[src/rtl/seq_detector_param.sv]
// Parametrised Mealy serial pattern detector with runtime pattern load and overlap control.
// Define SEQ_DET_COUNT_EN to build the saturating match_count register; otherwise match_count is tied to 0.
module seq_detector_param #(
    parameter int                     PATTERN_LEN = 4,
    parameter logic [PATTERN_LEN-1:0] PATTERN     = 4'b1011,
    parameter bit                     OVERLAP     = 1'b1,
    parameter int                     CNT_W       = 8
) (
    input  logic                   clk,
    input  logic                   reset,
    input  logic                   en,
    input  logic                   x,
    input  logic                   load,
    input  logic [PATTERN_LEN-1:0] pat_in,
    output logic                   z,
    output logic [CNT_W-1:0]       match_count
);

    localparam int FILL_W = (PATTERN_LEN > 1) ? $clog2(PATTERN_LEN) : 1;

    localparam logic [FILL_W-1:0] FILL_EMPTY  = '0;
    localparam logic [FILL_W-1:0] FILL_PRIMED = FILL_W'(PATTERN_LEN - 1);

    logic [PATTERN_LEN-1:0] pat_r;
    logic [PATTERN_LEN-2:0] hist;
    logic [FILL_W-1:0]      fill;
    logic [PATTERN_LEN-1:0] window;
    logic                   accept;
    logic                   primed;

    // The candidate window is the stored history with the live bit appended, so z needs no extra cycle.
    assign window = {hist, x};
    assign accept = en & ~load;
    assign primed = (fill == FILL_PRIMED);
    assign z      = reset & accept & primed & (window == pat_r);

    always_ff @(posedge clk) begin
        if (!reset) begin
            pat_r <= PATTERN;
            hist  <= '0;
            fill  <= FILL_EMPTY;
        end else if (load) begin
            pat_r <= pat_in;
            hist  <= '0;
            fill  <= FILL_EMPTY;
        end else if (en) begin
            // Without overlap, a match consumes every bit it used, including the current one.
            if (z && !OVERLAP) begin
                hist <= '0;
                fill <= FILL_EMPTY;
            end else begin
                hist <= window[PATTERN_LEN-2:0];
                if (!primed) begin
                    fill <= fill + FILL_W'(1);
                end
            end
        end
    end

`ifdef SEQ_DET_COUNT_EN
    localparam logic [CNT_W-1:0] CNT_MAX = '1;

    always_ff @(posedge clk) begin
        if (!reset) begin
            match_count <= '0;
        end else if (z && (match_count != CNT_MAX)) begin
            match_count <= match_count + CNT_W'(1);
        end
    end
`else
    assign match_count = '0;
`endif

endmodule
[config.mk]
export PLATFORM = sky130hd
export DESIGN_NAME = seq_detector_param
export DESIGN_NICKNAME = d
export VERILOG_FILES = /design/src/rtl/seq_detector_param.sv
export SDC_FILE = /design/constraint.sdc
export NUM_CORES = 1
export LEC_CHECK = 0
export ABC_CLOCK_PERIOD_IN_PS = 1500
export BUFFER_PORTS_ARGS = -buffer_cell sky130_fd_sc_hd__buf_4
export CAP_MARGIN = 20
export CORE_AREA = 2 2 39 41
export DETAILED_ROUTE_END_ITERATION = 12
export DIE_AREA = 0 0 41 43
export PLACE_DENSITY = 0.61
export REMOVE_ABC_BUFFERS = 1
export SLEW_MARGIN = 20
export SYNTH_ARGS = -nofsm -noshare
export SYNTH_HDL_FRONTEND = slang
export SYNTH_SLANG_ARGS = --single-unit
[constraint.sdc]
create_clock -name clk -period 1.5 [get_ports clk]
set_input_delay 0.3 -clock clk [delete_from_list [all_inputs] [get_ports clk]]
set_output_delay 0.3 -clock clk [all_outputs]
set_load 0.05 [all_outputs]
After elaboration in Yosys (flattened, before gate mapping)
Index checks and enable logic that the tools add are counted.
{ "op_classes": {"add_sub_neg": 1, "n_eq_ne": 2, "n_bitwise": 7, "n_reduce_logical": 2} }
{ "ops": {"columns": ["cell", "n"], "rows": [
  ["1-bit bitwise AND", 4],
  ["4-bit equality test", 1],
  ["1-bit NOT", 3],
  ["2-bit by 1-bit adder with 2-bit output, second input constant", 1],
  ["2-bit equality test, second input constant", 1],
  ["2-bit AND reduction", 1],
  ["2-bit OR reduction", 1]
]} }
{ "word_totals": {"regBits": 9, "out_inout_bits": 9, "word_cells": 15} }

Longest topological paths before layout
Gate-level depths: netlist of the first run.
{ "logic_depth": {"word_depth": 5, "ltp_mapped": 4, "ltp_nobuf": 4} }

Least setup slack after synthesis of the first run
No wires, ideal clock.
{ "synth_path": {"kind": "input port to output port", "start": "input port load", "end": "output port z", "arrival_time_ns": 1.531, "slack_ns": -0.331, "stages": 3, "cell_sequence": "buf_6 > nand2b_4 > nor4_2"} }
{ "synth_via": {"elab_chain_cells": 5} }
{ "synth_rtl": {"columns": ["element", "line", "rtl"], "rows": [
  ["from (decl)", "13", "input logic load,"],
  ["1-bit NOT", "33", "assign accept = en & ~load;"],
  ["1-bit bitwise AND", "33", null],
  ["1-bit bitwise AND (3 in a row)", "35", "assign z = reset & accept & primed & (window == pat_r);"],
  ["to (decl)", "15", "output logic z,"]
]} }
Every way passes these cells.

Worst setup path in the final report of the first run
{ "layout_path": {"start": "register fill[0]", "end": "output port z"} }
{ "layout_via": {"elab_chain_cells": 3} }
{ "layout_rtl": {"columns": ["element", "line", "rtl"], "rows": [
  ["from (decl)", "26", "logic [FILL_W-1:0] fill;"],
  ["from (signal assigned)", "54", "fill <= fill + FILL_W'(1);"],
  ["2-bit equality test", "34", "assign primed = (fill == FILL_PRIMED);"],
  ["1-bit bitwise AND (2 in a row)", "35", null]
]} }
Every way passes these cells.

==> flow_metrics.tcl, run 1 <==
set metrics [dict create \
    synth-compound-area-share_pct 0 \
    synth-xor-area-share_pct 9.115 \
    worstReg2RegEnd "fill[1]$_SDFFE_PP0P_" \
    clock_latency_ns 0.26 \
    final_antenna_net_count 0 \
    worstReg2RegStart "fill[0]$_SDFFE_PP0P_" \
    cp_max_fo 2 \
    final_util_pct 42.31 \
    crit_chain "ha_4, nand2_2, nor4_2, buf_4" \
    io_pins 18 \
    syn_inst 48 \
    synth_top_family_by_area "simple AND/OR/NAND/NOR gates" \
    gp_congestion 0.6448 \
    area_delta_synth_final_pct 21.88 \
    antenna_found_initial 0 \
    io_buffers 9 \
    period_minus_slack_ns 1.517 \
    vias 310 \
    start_util_pct 34.72 \
    vias_per_cell 4.133 \
    synthMuxAreaShare_pct 16.67 \
    grt_use_total_pct 10.06 \
    required_ns 1.20 \
    grt_pass1_vias 274 \
    fillers 140 \
    clock-sinks 9 \
    remaining_drc_errors 0 \
    max_stage_delay_ns 0.35 \
    first_iter_violations 2 \
    die_h_um 43 \
    status "complete, but fails checks" \
    finalCritPeriodShare_pct 101.1 \
    report.final.hold_viol_count 0 \
    cts_made_buffers 3 \
    synth.avg_cell_area_um2 10.01 \
    arrival_ns 1.22 \
    finalSetupTns_ns -0.01662 \
    wl_per_cell_um 9.400 \
    wl_um 705 \
    layout_commonest_cell "buf_4" \
    clk_pin_slew_ns 0.06 \
    path_class "reg -> out" \
    skew_ns 0.001840 \
    ir_drop_uv 372.5 \
    clk_path_buf_depth 2 \
    grt.busiest_layer "met2" \
    p_per_area_nw_per_um2 945.0 \
    rsz0062_at_grt "true" \
    dr.pass1.iters 4 \
    hold_class "in -> reg" \
    htreeDepth 1 \
    ys_seq_area_share_pct 37.50 \
    drv_cap 0 \
    worst-r2r-setup-slack_ns 0.43 \
    r2r_cells 4 \
    p_leak_nw 0.2728 \
    cts-root-buf "clkbuf_4" \
    holdPathEnd "pat_r[1]$_SDFFE_PN1P_" \
    use_met3_pct 6.283 \
    mostFrequentLayoutCells "10 x buf_4, 8 x mux2i_1, 8 x conb_1" \
    rows 14 \
    met2_usage_pct 12.81 \
    gr-total-overflow 0 \
    num_antenna_cells 0 \
    synth_warnings 0 \
    dieArea_um2 1763 \
    fmax_mhz 659.4 \
    postCtsHoldBufs 0 \
    slowest_stage "dfxtp_2" \
    crit_path_start_kind "flop" \
    violations "negative setup slack" \
    layout_setup_ws_ns -0.01662 \
    synth.distinct_cells 15 \
    hold_path_depth 3 \
    setup_violations 1 \
    cp-end-kind "output pin" \
    cts_tree "done" \
    holdCritStartpoint "pat_in[1]" \
    nets 70 \
    yosys.area_share.adder_pct 2.604 \
    final_cells 75 \
    drv_slew 0 \
    gr-usage-met1_pct 10.36 \
    grt_pass1_wl_mm 1.076 \
    drive_gt1_share_pct 42.37 \
    dp_cells 70 \
    power_w 0.0005533 \
    yosys.area_share.simple_pct 16.93 \
    syn_area_um2 480.5 \
    core_um2 1384 \
    die_x_um 41 \
    grt_max_degree 7 \
    dp_hpwl_um 512.5 \
    ys_seq_elements 9 \
]
[cell type report]
cell class              instances  area, um2  share of cell area (%)
multi-input cells              36      277.8                   47.44
clock buffers                   4      26.28                   4.487
well taps                      16      20.02                   3.419
repair buffers                 10      75.07                   12.82
flip-flops and latches          9      186.4                   31.84
[layer usage]
layer	vias up	share of wire [%]
met2	12	46
met4	0	4.1
met5	-	0
met3	4	8.1
li1	159	-
met1	135	41
[metrics by stage]
step / area [um2] / worst slack, ns / hold WS [ns]
after floorplan: 427.9 / -0.2613 / 0.3619
after CTS: 555.5 / -0.05105 / 0.2424
after global routing: 585.6 / -0.09569 / 0.2454
final: 585.6 / -0.01662 / 0.2522
after global placement: 515.5 / 0.1272 / 0.4829
after detailed placement: 515.5 / 0.1151 / 0.4835
[synth_stat cells]
cell / number / area share [%]
nand3_1: 1 / 1.0
nor2_1: 5 / 3.9
ha_1: 1 / 2.6
nor2b_1: 1 / 1.3
nor4_2: 1 / 2.6
nand2_1: 4 / 3.1
and2b_4: 1 / 2.1
conb_1: 1 / 0.78
dfxtp_1: 9 / 37
mux2i_1: 8 / 17
xnor2_1: 4 / 7.3
buf_4: 9 / 14
xor2_1: 1 / 1.8
buf_6: 1 / 2.3
nand2b_4: 1 / 2.9
[flip-flops by register name, indices dropped and copies added, names as in the netlist]
| name | count |
|---|---|
| hist | 3 |
| pat_r | 4 |
| fill | 2 |
[power by group]
group	switching [W]	internal (W)	leakage [nW]
sequential	0.00000849	0.000249	0.0761
combinational	0.0000672	0.0000398	0.182
clock	0.0000860	0.000103	0.0150
[critical path, delay by kind of cell (launching register included)]
family | cells | cell delay [ns]
and+or+nand+nor | 2 | 0.23
DFF | 1 | 0.35
buffers and inverters | 1 | 0.23
adders and majority gates | 1 | 0.14
[cell families after synthesis]
| group | after synthesis |
|---|---|
| simple gates | 14 |
| flops | 9 |
| mux | 8 |
| xor+xnor | 5 |
| other cells | 1 |
| fa+ha+maj | 1 |
| buf+inv | 10 |
[repair_timing]
item,CTS,global route
endpoints found under the setup margin,1,1
pin swaps,1,2
setup buffers,1,0
resized for setup,4,6
[worst max path at each step]
stage,start,to,slack [ns],depth (start not counted)
3_3_place_gp,load,z,0.13,4
2_1_floorplan,fill[0]$_SDFFE_PP0P_,z,-0.26,3
3_5_place_dp,load,z,0.12,4
5_1_grt,pat_r[3]$_SDFFE_PN1P_,z,-0.1,4
4_1_cts,fill[1]$_SDFFE_PP0P_,z,-0.05,4
6_report,fill[0]$_SDFFE_PP0P_,z,-0.02,4
Power figures use the tool's default switching activity.
==> run 2: changes to the inputs <==
--- a/config.mk
+++ b/config.mk
@@ -5,13 +5,14 @@
 export SDC_FILE = /design/constraint.sdc
 export NUM_CORES = 1
 export LEC_CHECK = 0
+export ABC_AREA = 1
 export ABC_CLOCK_PERIOD_IN_PS = 1500
 export BUFFER_PORTS_ARGS = -buffer_cell sky130_fd_sc_hd__buf_4
 export CAP_MARGIN = 20
-export CORE_AREA = 2 2 39 41
+export CORE_AREA = 3 3 40 42
 export DETAILED_ROUTE_END_ITERATION = 12
-export DIE_AREA = 0 0 41 43
-export PLACE_DENSITY = 0.61
+export DIE_AREA = 0 0 43 45
+export PLACE_DENSITY = 0.6
 export REMOVE_ABC_BUFFERS = 1
 export SLEW_MARGIN = 20
 export SYNTH_ARGS = -nofsm -noshare
==> run 2 against run 1 <==
  * Die area increased by 9.8%
  * Maximum frequency decreased by 2.9%
  * Critical path depth increased by 2
  * Synthesized cell count increased by 38%
  * Area after synthesis decreased by 1.6%
  * Count of clock-buffer cells in the layout unchanged
  * Clock power increased by 2%
  * Register-to-register slack improved by 0.11 ns
  * Via count increased by 33%
  * The run still ends with negative setup slack left
  * Critical path type unchanged
  * Clock skew decreased by 0.00059 ns
==> flow_metrics.tcl, run 2 <==
set metrics [dict create \
    status "complete, but fails checks" \
    violations "negative setup slack" \
    stdcell_area_um2 583.1 \
    arrival_ns 1.26 \
    drv_slew 0 \
    drive_gt1_share_pct 31.65 \
    crit_path_start "fill[1]$_SDFFE_PP0P_" \
    multi_input_area_um2 236.5 \
    period_minus_slack_ns 1.563 \
    final_cells 94 \
    skew_ns 0.001252 \
    fmax_mhz 639.9 \
    worstReg2RegStart "fill[0]$_SDFFE_PP0P_" \
    grt_max_degree 8 \
    grt_pass1_vias 364 \
    synth_top_area_cell "dfxtp_1" \
    synth_edf_count 0 \
    worstSetupEndpoint "z" \
    htreeDepth 1 \
    num_antenna_cells 0 \
    die_x_um 43 \
    ys.flop_type "dfxtp_1" \
    p_per_area_nw_per_um2 967.3 \
    dieArea_um2 1935 \
    core_um2 1285 \
    clk_pin_slew_ns 0.06 \
    final_util_pct 45.37 \
    ff_latch_area_um2 185.2 \
    start_util_pct 36.81 \
    wl_um 812 \
    grt.busiest_layer "met2" \
    cts-root-buf "clkbuf_4" \
    synth_top_cell_area_share_pct 38.10 \
    holdWs_ns 0.2407 \
    grt_pass1_wl_mm 1.462 \
    io_pins 18 \
    grt_use_total_pct 11.03 \
    synthTopCellsByCount "11 x nand2_1, 9 x dfxtp_1, 8 x buf_4, 8 x inv_1, 7 x o21ai_0" \
    largestRegisters "pat_r (4), hist (3), fill (2)" \
    cts_tree "done" \
    layout_commonest_cell "nand2_1" \
    clock_latency_ns 0.27 \
    gr-usage-met1_pct 12.90 \
    yosysMostFrequentCell "nand2_1" \
    pre_cts_slack_ns 0.1548 \
    rsz0062_at_grt "true" \
    place_area_um2 525.5 \
    synth_top_family_by_area "buffers and inverters" \
    r2r_cells 5 \
    first_iter_violations 4 \
    ir_drop_uv 307.7 \
    gp_congestion 0.6303 \
    netlist_top_cells_area "dfxtp_1 38%, buf_4 13%, nand2_1 8.7%" \
    dr.pass1.iters 3 \
    gr-total-overflow 0 \
    p_leak_nw 0.2916 \
    worstReg2RegEnd "fill[1]$_SDFFE_PP0P_" \
    synth.distinct_cells 16 \
    area_delta_synth_final_pct 23.28 \
    layout_setup_ws_ns -0.06266 \
    yosys.area_share.adder_pct 2.646 \
    vias_per_cell 4.372 \
    synth.avg_cell_area_um2 7.166 \
    synth_warnings 0 \
    cts_made_buffers 3 \
    yosys.area_share.simple_pct 20.37 \
    finalCritPeriodShare_pct 104.2 \
    required_ns 1.20 \
    largest-register "pat_r" \
    met2_usage_pct 14.67 \
    dp_cells 89 \
    syn_inst 66 \
    report.final.hold_viol_count 0 \
    drv_cap 0 \
    path_class "reg -> out" \
    rows 13 \
    hold_class "in -> reg" \
    postCtsHoldBufs 0 \
    syn_area_um2 473.0 \
    worst-r2r-setup-slack_ns 0.54 \
    fillers 144 \
    largest_reg_flops 4 \
    synthMuxAreaShare_pct 0 \
    remaining_drc_errors 0 \
    wl_per_cell_um 8.638 \
    mostFrequentLayoutCells "11 x nand2_1, 9 x buf_4, 8 x conb_1" \
    cp_max_fo 3 \
    clk_path_buf_depth 2 \
    setup_violations 1 \
    synth-xor-area-share_pct 3.704 \
    io_buffers 9 \
    crit_path_start_kind "flop" \
    die_h_um 45 \
    antenna_found_initial 0 \
    clock-sinks 9 \
    dp_hpwl_um 614.4 \
    vias 411 \
    ys_seq_area_share_pct 38.10 \
    use_met3_pct 4.781 \
    synth-async-reset-ratio_pct 0 \
    ys_seq_elements 9 \
    synth-compound-area-share_pct 13.76 \
    cp-end-kind "output pin" \
    final_antenna_net_count 0 \
    nets 90 \
]
==> run 2: metal layers <==
metal  part of all wire (%)  vias up
li1                       -      217
met1                     43      174
met2                     42       15
met3                     10        5
met4                    4.2        0
met5                      0        -
==> run 2: worst min path at each step <==
stage                          startpoint                    end  slack, ns  cells after the start
floorplan                           reset  pat_r[3]$_SDFFE_PN1P_       0.38                      1
global placement    pat_r[3]$_SDFFE_PN1P_  pat_r[3]$_SDFFE_PN1P_       0.47                      2
detailed placement  pat_r[1]$_SDFFE_PN1P_  pat_r[1]$_SDFFE_PN1P_       0.48                      2
CTS                             pat_in[1]  pat_r[1]$_SDFFE_PN1P_       0.24                      3
global route                        reset  pat_r[3]$_SDFFE_PN1P_       0.26                      2
finish                          pat_in[1]  pat_r[1]$_SDFFE_PN1P_       0.24                      3
==> run 2: cell families after synthesis <==
family,count (synthesis)
compound gates,13
xor+xnor,2
fa+ha+maj,1
buf+inv,18
flops,9
other cells,1
simple gates,22
==> run 2: power breakdown <==
group          internal, W  total (W)  switching, W
sequential        0.000253   0.000262    0.00000857
combinational    0.0000332   0.000109     0.0000761
clock             0.000103   0.000193     0.0000900
==> run 2: area by class of cell <==
type	instances	share of cell area, %
clock buffer	4	4.506
inverter	10	6.438
multi-input combinational	46	40.56
sequential	9	31.76
tap	15	3.219
timing repair buffer	10	13.52
==> run 2: worst max-delay path, stage by stage, from the launching register on <==
cell and delay (ns):
dfxtp_2 0.35, ha_4 0.13, inv_2 0.04, nor3_2 0.13, nand2_1 0.09, nor2_2 0.09
buf_6 0.16
==> run 2: what timing repair did <==
item	CTS	global route
buffers inserted	1	0
setup endpoints to repair	1	1
pin swaps	3	2
gates resized for setup	6	3
==> run 2: metrics by stage <==
step	setup TNS, ns	power (W)
finish	-0.06266	0.0005640
detailed placement	0	0.0003705
global placement	0	0.0003693
CTS	-0.09457	0.0005668
floorplan	-0.1615	0.0003414
global route	-0.1517	0.0005972
